## config.mk

```make
export PLATFORM = sky130hd
export DESIGN_NAME = alu_arbiter
export DESIGN_NICKNAME = d
export VERILOG_FILES = /design/src/rtl/alu_arbiter.sv
export SDC_FILE = /design/constraint.sdc
export NUM_CORES = 1
export LEC_CHECK = 0
export BUFFER_PORTS_ARGS = -buffer_cell sky130_fd_sc_hd__buf_4
export CORE_AREA = 2 2 143 145
export DETAILED_ROUTE_END_ITERATION = 10
export DIE_AREA = 0 0 145 147
export GPL_ROUTABILITY_DRIVEN = 0
export HOLD_SLACK_MARGIN = 0.03
export PLACE_DENSITY = 0.61
export SYNTH_ARGS = -nofsm -noshare
export SYNTH_HDL_FRONTEND = slang
export SYNTH_SLANG_ARGS = --single-unit
export TNS_END_PERCENT = 1
```

## constraint.sdc

```tcl
create_clock -name i_clk -period 5.7 [get_ports i_clk]
set_clock_uncertainty 0.1 [all_clocks]
set_input_delay 0.855 -clock i_clk [delete_from_list [all_inputs] [get_ports i_clk]]
set_output_delay 0.855 -clock i_clk [all_outputs]
set_load 0.02 [all_outputs]
```

## src/rtl/alu_arbiter.sv

```systemverilog
// rtl/alu_arbiter.sv - two-requester round-robin arbiter in front of a shared combinational ALU
//
// Purpose:
//   Requester 0 (execute stage) and requester 1 (branch/address unit) share one
//   combinational ALU. A winner is picked in IDLE and its operand fields are latched
//   into the issue register that drives the ALU. After LAT settle cycles the ALU
//   result and branch signal are captured and DONE is pulsed to the winner.
//
// Parameters:
//   DATA_W  operand/result width
//   LAT     ALU settle cycles before capture, legal range 1..4
//
// Optional feature macro:
//   ALU_ARB_FIXED_PRIO_EN  defined: requester 0 always wins a tie (requester 1 may starve)
//                          undefined: round-robin tie break on the last served requester
//
// Ports:
//   i_clk, i_rst                       clock (rising edge), async active-high reset
//   i_req0/1                           request from requester 0/1
//   i_opcode0/1, i_func0/1, i_shamt0/1 instruction fields from each requester
//   i_rs_val0/1, i_rt_val0/1           register operands from each requester
//   i_raw_val0/1                       16-bit immediate from each requester
//   o_gnt0/1                           one-cycle grant pulse, operands latched
//   o_done0/1                          one-cycle completion pulse, result valid
//   o_result_out, o_sig_b_out          captured ALU result / branch signal
//   o_busy                             high whenever the FSM is not IDLE
//   o_alu_*                            issue register driving the ALU inputs
//   i_alu_result, i_alu_sig_b          ALU outputs

`timescale 1ns/1ps

module alu_arbiter #(
    parameter int DATA_W = 32,
    parameter int LAT    = 1
) (
    input  logic              i_clk,
    input  logic              i_rst,
    input  logic              i_req0,
    input  logic              i_req1,
    input  logic [5:0]        i_opcode0,
    input  logic [5:0]        i_opcode1,
    input  logic [5:0]        i_func0,
    input  logic [5:0]        i_func1,
    input  logic [4:0]        i_shamt0,
    input  logic [4:0]        i_shamt1,
    input  logic [DATA_W-1:0] i_rs_val0,
    input  logic [DATA_W-1:0] i_rs_val1,
    input  logic [DATA_W-1:0] i_rt_val0,
    input  logic [DATA_W-1:0] i_rt_val1,
    input  logic [15:0]       i_raw_val0,
    input  logic [15:0]       i_raw_val1,
    output logic              o_gnt0,
    output logic              o_gnt1,
    output logic              o_done0,
    output logic              o_done1,
    output logic [DATA_W-1:0] o_result_out,
    output logic              o_sig_b_out,
    output logic              o_busy,
    output logic [5:0]        o_alu_opcode,
    output logic [5:0]        o_alu_func,
    output logic [4:0]        o_alu_shamt,
    output logic [DATA_W-1:0] o_alu_rs_val,
    output logic [DATA_W-1:0] o_alu_rt_val,
    output logic [15:0]       o_alu_raw_val,
    input  logic [DATA_W-1:0] i_alu_result,
    input  logic              i_alu_sig_b
);

    typedef enum logic [1:0] {
        S_IDLE = 2'd0,
        S_EXEC = 2'd1,
        S_RESP = 2'd2
    } state_t;

    // Settle counter preload; LAT-1 fits in two bits for LAT in 1..4.
    localparam logic [1:0] CNT_INIT = 2'(LAT - 1);

    state_t      r_state;
    state_t      w_next;
    logic [1:0]  r_cnt;
    logic        r_win;      // requester currently being served
    logic        w_win;      // requester that would win arbitration this cycle
    logic        w_req_any;
    logic        w_capture;  // last settle cycle: ALU output is stable
`ifndef ALU_ARB_FIXED_PRIO_EN
    logic        r_last;     // last requester served, loses the next tie
`endif

    // State register
    always_ff @(posedge i_clk or posedge i_rst) begin
        if (i_rst) begin
            r_state <= S_IDLE;
        end else begin
            r_state <= w_next;
        end
    end

    // Next-state logic
    always_comb begin
        w_next = r_state;
        case (r_state)
            S_IDLE:  if (w_req_any) w_next = S_EXEC;
            S_EXEC:  if (r_cnt == 2'd0) w_next = S_RESP;
            S_RESP:  w_next = S_IDLE;
            default: w_next = S_IDLE;
        endcase
    end

    // Output / arbitration decode
    always_comb begin
        o_busy    = (r_state != S_IDLE);
        w_req_any = i_req0 | i_req1;
        w_capture = (r_state == S_EXEC) && (r_cnt == 2'd0);
`ifdef ALU_ARB_FIXED_PRIO_EN
        // Requester 0 wins whenever it asks.
        w_win = ~i_req0;
`else
        // On a tie the requester not served last wins; otherwise the sole requester.
        w_win = (i_req0 & i_req1) ? ~r_last : i_req1;
`endif
    end

    // Issue register, settle counter, pulses and response capture
    always_ff @(posedge i_clk or posedge i_rst) begin
        if (i_rst) begin
            r_win         <= 1'b0;
            r_cnt         <= 2'd0;
`ifndef ALU_ARB_FIXED_PRIO_EN
            r_last        <= 1'b1;
`endif
            o_gnt0        <= 1'b0;
            o_gnt1        <= 1'b0;
            o_done0       <= 1'b0;
            o_done1       <= 1'b0;
            o_result_out  <= '0;
            o_sig_b_out   <= 1'b0;
            o_alu_opcode  <= '0;
            o_alu_func    <= '0;
            o_alu_shamt   <= '0;
            o_alu_rs_val  <= '0;
            o_alu_rt_val  <= '0;
            o_alu_raw_val <= '0;
        end else begin
            case (r_state)
                S_IDLE: begin
                    // Without a request the issue register keeps its last contents.
                    if (w_req_any) begin
                        r_win         <= w_win;
                        r_cnt         <= CNT_INIT;
                        o_gnt0        <= ~w_win;
                        o_gnt1        <= w_win;
                        o_alu_opcode  <= w_win ? i_opcode1  : i_opcode0;
                        o_alu_func    <= w_win ? i_func1    : i_func0;
                        o_alu_shamt   <= w_win ? i_shamt1   : i_shamt0;
                        o_alu_rs_val  <= w_win ? i_rs_val1  : i_rs_val0;
                        o_alu_rt_val  <= w_win ? i_rt_val1  : i_rt_val0;
                        o_alu_raw_val <= w_win ? i_raw_val1 : i_raw_val0;
                    end
                end
                S_EXEC: begin
                    o_gnt0 <= 1'b0;
                    o_gnt1 <= 1'b0;
                    if (w_capture) begin
                        o_result_out <= i_alu_result;
                        o_sig_b_out  <= i_alu_sig_b;
                        o_done0      <= ~r_win;
                        o_done1      <= r_win;
`ifndef ALU_ARB_FIXED_PRIO_EN
                        r_last       <= r_win;
`endif
                    end else begin
                        r_cnt <= r_cnt - 2'd1;
                    end
                end
                S_RESP: begin
                    o_done0 <= 1'b0;
                    o_done1 <= 1'b0;
                end
                default: begin
                    o_gnt0  <= 1'b0;
                    o_gnt1  <= 1'b0;
                    o_done0 <= 1'b0;
                    o_done1 <= 1'b0;
                end
            endcase
        end
    end

endmodule

```

==> results.json <==
{
  "final_hold_viol_count": 0,
  "final_cell_mix": "buf_4 (372), mux2_2 (178), dfrtp_1 (139)",
  "hold_path.class": "reg2reg",
  "core_um2": 19800,
  "syn-num-nets": 724,
  "wirelength_um": 18600,
  "synth_compound_area_share_pct": 0.966,
  "cts.hold.buffers_added": 0,
  "clock.fmax_mhz": 417,
  "p_per_area_nw_per_um2": 551,
  "tns_ps": 0,
  "ys_seq_area_share_pct": 54.1,
  "slowest_stage": "buf_4",
  "post_synth_fa_ha_maj_area_fraction_pct": 0.193,
  "cp.buffers_inverters": 2,
  "path_delay_family": "buffers and inverters",
  "port_buffers": 365,
  "synth-edff-count": 0,
  "clk_latency_ps": 410,
  "cts.sink_count": 140,
  "outcome": "completed",
  "path_class": "in2reg",
  "synthSimpleGateAreaFrac_pct": 6.97,
  "synthFlopType": "dfrtp_1",
  "syn_area_per_cell_um2": 13.2,
  "cp.required_ps": 5890,
  "setup-violations-final": 0,
  "cts_tree": "built",
  "die_width_um": 145,
  "ys_ff_latch": 140,
  "critical-path-max-stage-delay_ps": 550,
  "path_cells": "buf_4, a21bo_4, buf_4, mux2_2, mux2_2",
  "layout_commonest_cell": "buf_4",
  "rows": 52,
  "grt_pass1_vias": 5129,
  "dp_hpwl_um": 13600,
  "cts-root-buf": "clkbuf_16",
  "ys_types": 27,
  "area_growth_pct": 54.5,
  "insertedDiodeCount": 0,
  "start_util_pct": 32.6,
  "drive_gt1_share_pct": 69.6,
  "fp.dieH_um": 147,
  "cts_setup_buffers": 0,
  "numCtsBuffers": 17,
  "clk_pin_slew_ps": 60,
  "antenna_found_initial": 0,
  "report.final.slew_viol_count": 0,
  "grt_pass1_wl_um": 29200,
  "muxShareOfSynthArea_pct": 34.8,
  "ant_nets": 0,
  "power.leakage_nw": 4.91,
  "reg2reg_slack_ps": 3340,
  "htreeDepth": 4,
  "clockBufferDepth": 2,
  "postSynthCellCount": 492,
  "start_kind": "primary input",
  "grt_max_degree": 100,
  "via_per_inst": 4.48,
  "wire_per_inst_um": 16.4,
  "drcViolationCount": 0,
  "grt_remaining_overflow": 0,
  "num_io_pins": 366,
  "post_cts_resized": 0,
  "period_share_pct": 42.1,
  "cp_data_arrival_time_ps": 2590,
  "drtPass1Iterations": 4,
  "drv_cap": 0,
  "vdd_drop_max_mv": 0.227,
  "fin_crit_ps": 2400,
  "power_mw": 5.52,
  "grt_usage_pct": 17.6,
  "die_area_um2": 21300,
  "synth_xor_area_share_pct": 0,
  "slew-limit-headroom_pct": 31.3,
  "multi_input_area_um2": 2790,
  "async_reset_ff_share_pct": 100,
  "fin_nets": 1086,
  "first_iter_violations": 171,
  "synth_top_family_by_area": "multiplexers",
  "via_count": 5093,
  "seq_area_um2": 3500,
  "tightestPinTransition_ps": 1020,
  "crit_path_end_kind": "flip-flop",
  "grt_setup_unrepaired": "no",
  "fillers": 1857,
  "synthesis.area_um2": 6480,
  "crit_path_max_fanout": 43,
  "synth_warnings": 0
}
==> worst paths after layout <==
path | startpoint | endpoint | depth (start not counted)
setup / recovery | i_req1 | o_alu_func[0] | 5
hold / removal | o_result_out[22] | o_result_out[22] | 2
setup reg to reg | r_last | o_alu_func[0] | 4
hold reg to reg | o_result_out[22] | o_result_out[22] | 2
max in group asynchronous | i_rst | o_alu_rt_val[14] | 3
min in group asynchronous | i_rst | o_result_out[1] | 2
==> cells by family (layout without fill, tap and decap cells) <==
| family | after synthesis | in the layout |
|---|---|---|
| AOI/OAI and AO/OA | 10 | 10 |
| adders and majority gates | 1 | 1 |
| buffers and inverters | 34 | 409 |
| DFF | 140 | 140 |
| muxes | 195 | 195 |
| and+or+nand+nor | 112 | 112 |
==> final cells by class <==
class / count / area share [%]
multi-input cells: 318 / 27.9
flip-flops and latches: 140 / 35.0
well taps: 270 / 3.38
repair buffers: 372 / 27.9
clock buffers: 19 / 4.53
inverters: 5 / 0.238
clock inverters: 13 / 1.05
==> state kept, by name (all words and copies together), names as in the netlist <==
name and count:
o_alu_func 6, o_alu_raw_val 16, r_last 1, r_state 2, o_done0 1, r_win 1, o_gnt0 1, o_gnt1 1
o_result_out 32, o_alu_rs_val 32, o_done1 1, o_alu_opcode 6, o_alu_shamt 5, r_cnt 2, o_alu_rt_val 32, o_sig_b_out 1
==> Yosys cell counts, types with 2 or more instances <==
library cell,n,area (um2)
buf_1,3,11.3
buf_2,14,70.1
buf_4,2,15.0
buf_6,5,56.3
clkbuf_1,4,15.0
dfrtp_1,139,3480
inv_1,4,15.0
mux2_2,178,2000
mux2_4,16,240
nand2_1,103,387
nand3b_1,3,22.5
nor2b_1,2,12.5
o21ai_0,4,20.0
o22ai_1,2,12.5
==> metal layers <==
metal,GRT usage (%),routed length [um],vias up,share of wire [%]
li1,-,-,2422,-
met1,21.7,7680,2422,41
met2,29.2,9170,217,49
met3,5.47,1250,32,6.7
met4,6.49,502,0,2.7
met5,0,0,-,0
==> worst reg2reg max path, cell delays in order, from the launching register on <==
cell and delay (ps):
dfstp_2 560, a21bo_4 300, buf_4 560, mux2_2 460, mux2_2 260
==> stage by stage <==
step | util [%] | hold WS, ps | std cells | worst slack (ps) | instance area [um2]
final | 50.4 | 372 | 1137 | 3300 | 10000
after global routing | 50.4 | 391 | 1137 | 3240 | 10000
after CTS | 50.4 | 379 | 1137 | 3300 | 10000
after detailed placement | 47.6 | 364 | 1105 | 2850 | 9450
after global placement | 47.6 | 359 | 1105 | 2860 | 9450
after floorplan | - | 347 | 492 | 994 | 6480
==> where the power goes <==
group          switching, mW  internal [mW]
sequential             0.259           1.50
clock                  0.464          0.590
combinational           1.39           1.32
total                   2.11           3.40
Note: power is estimated with default switching activity, not from simulation.
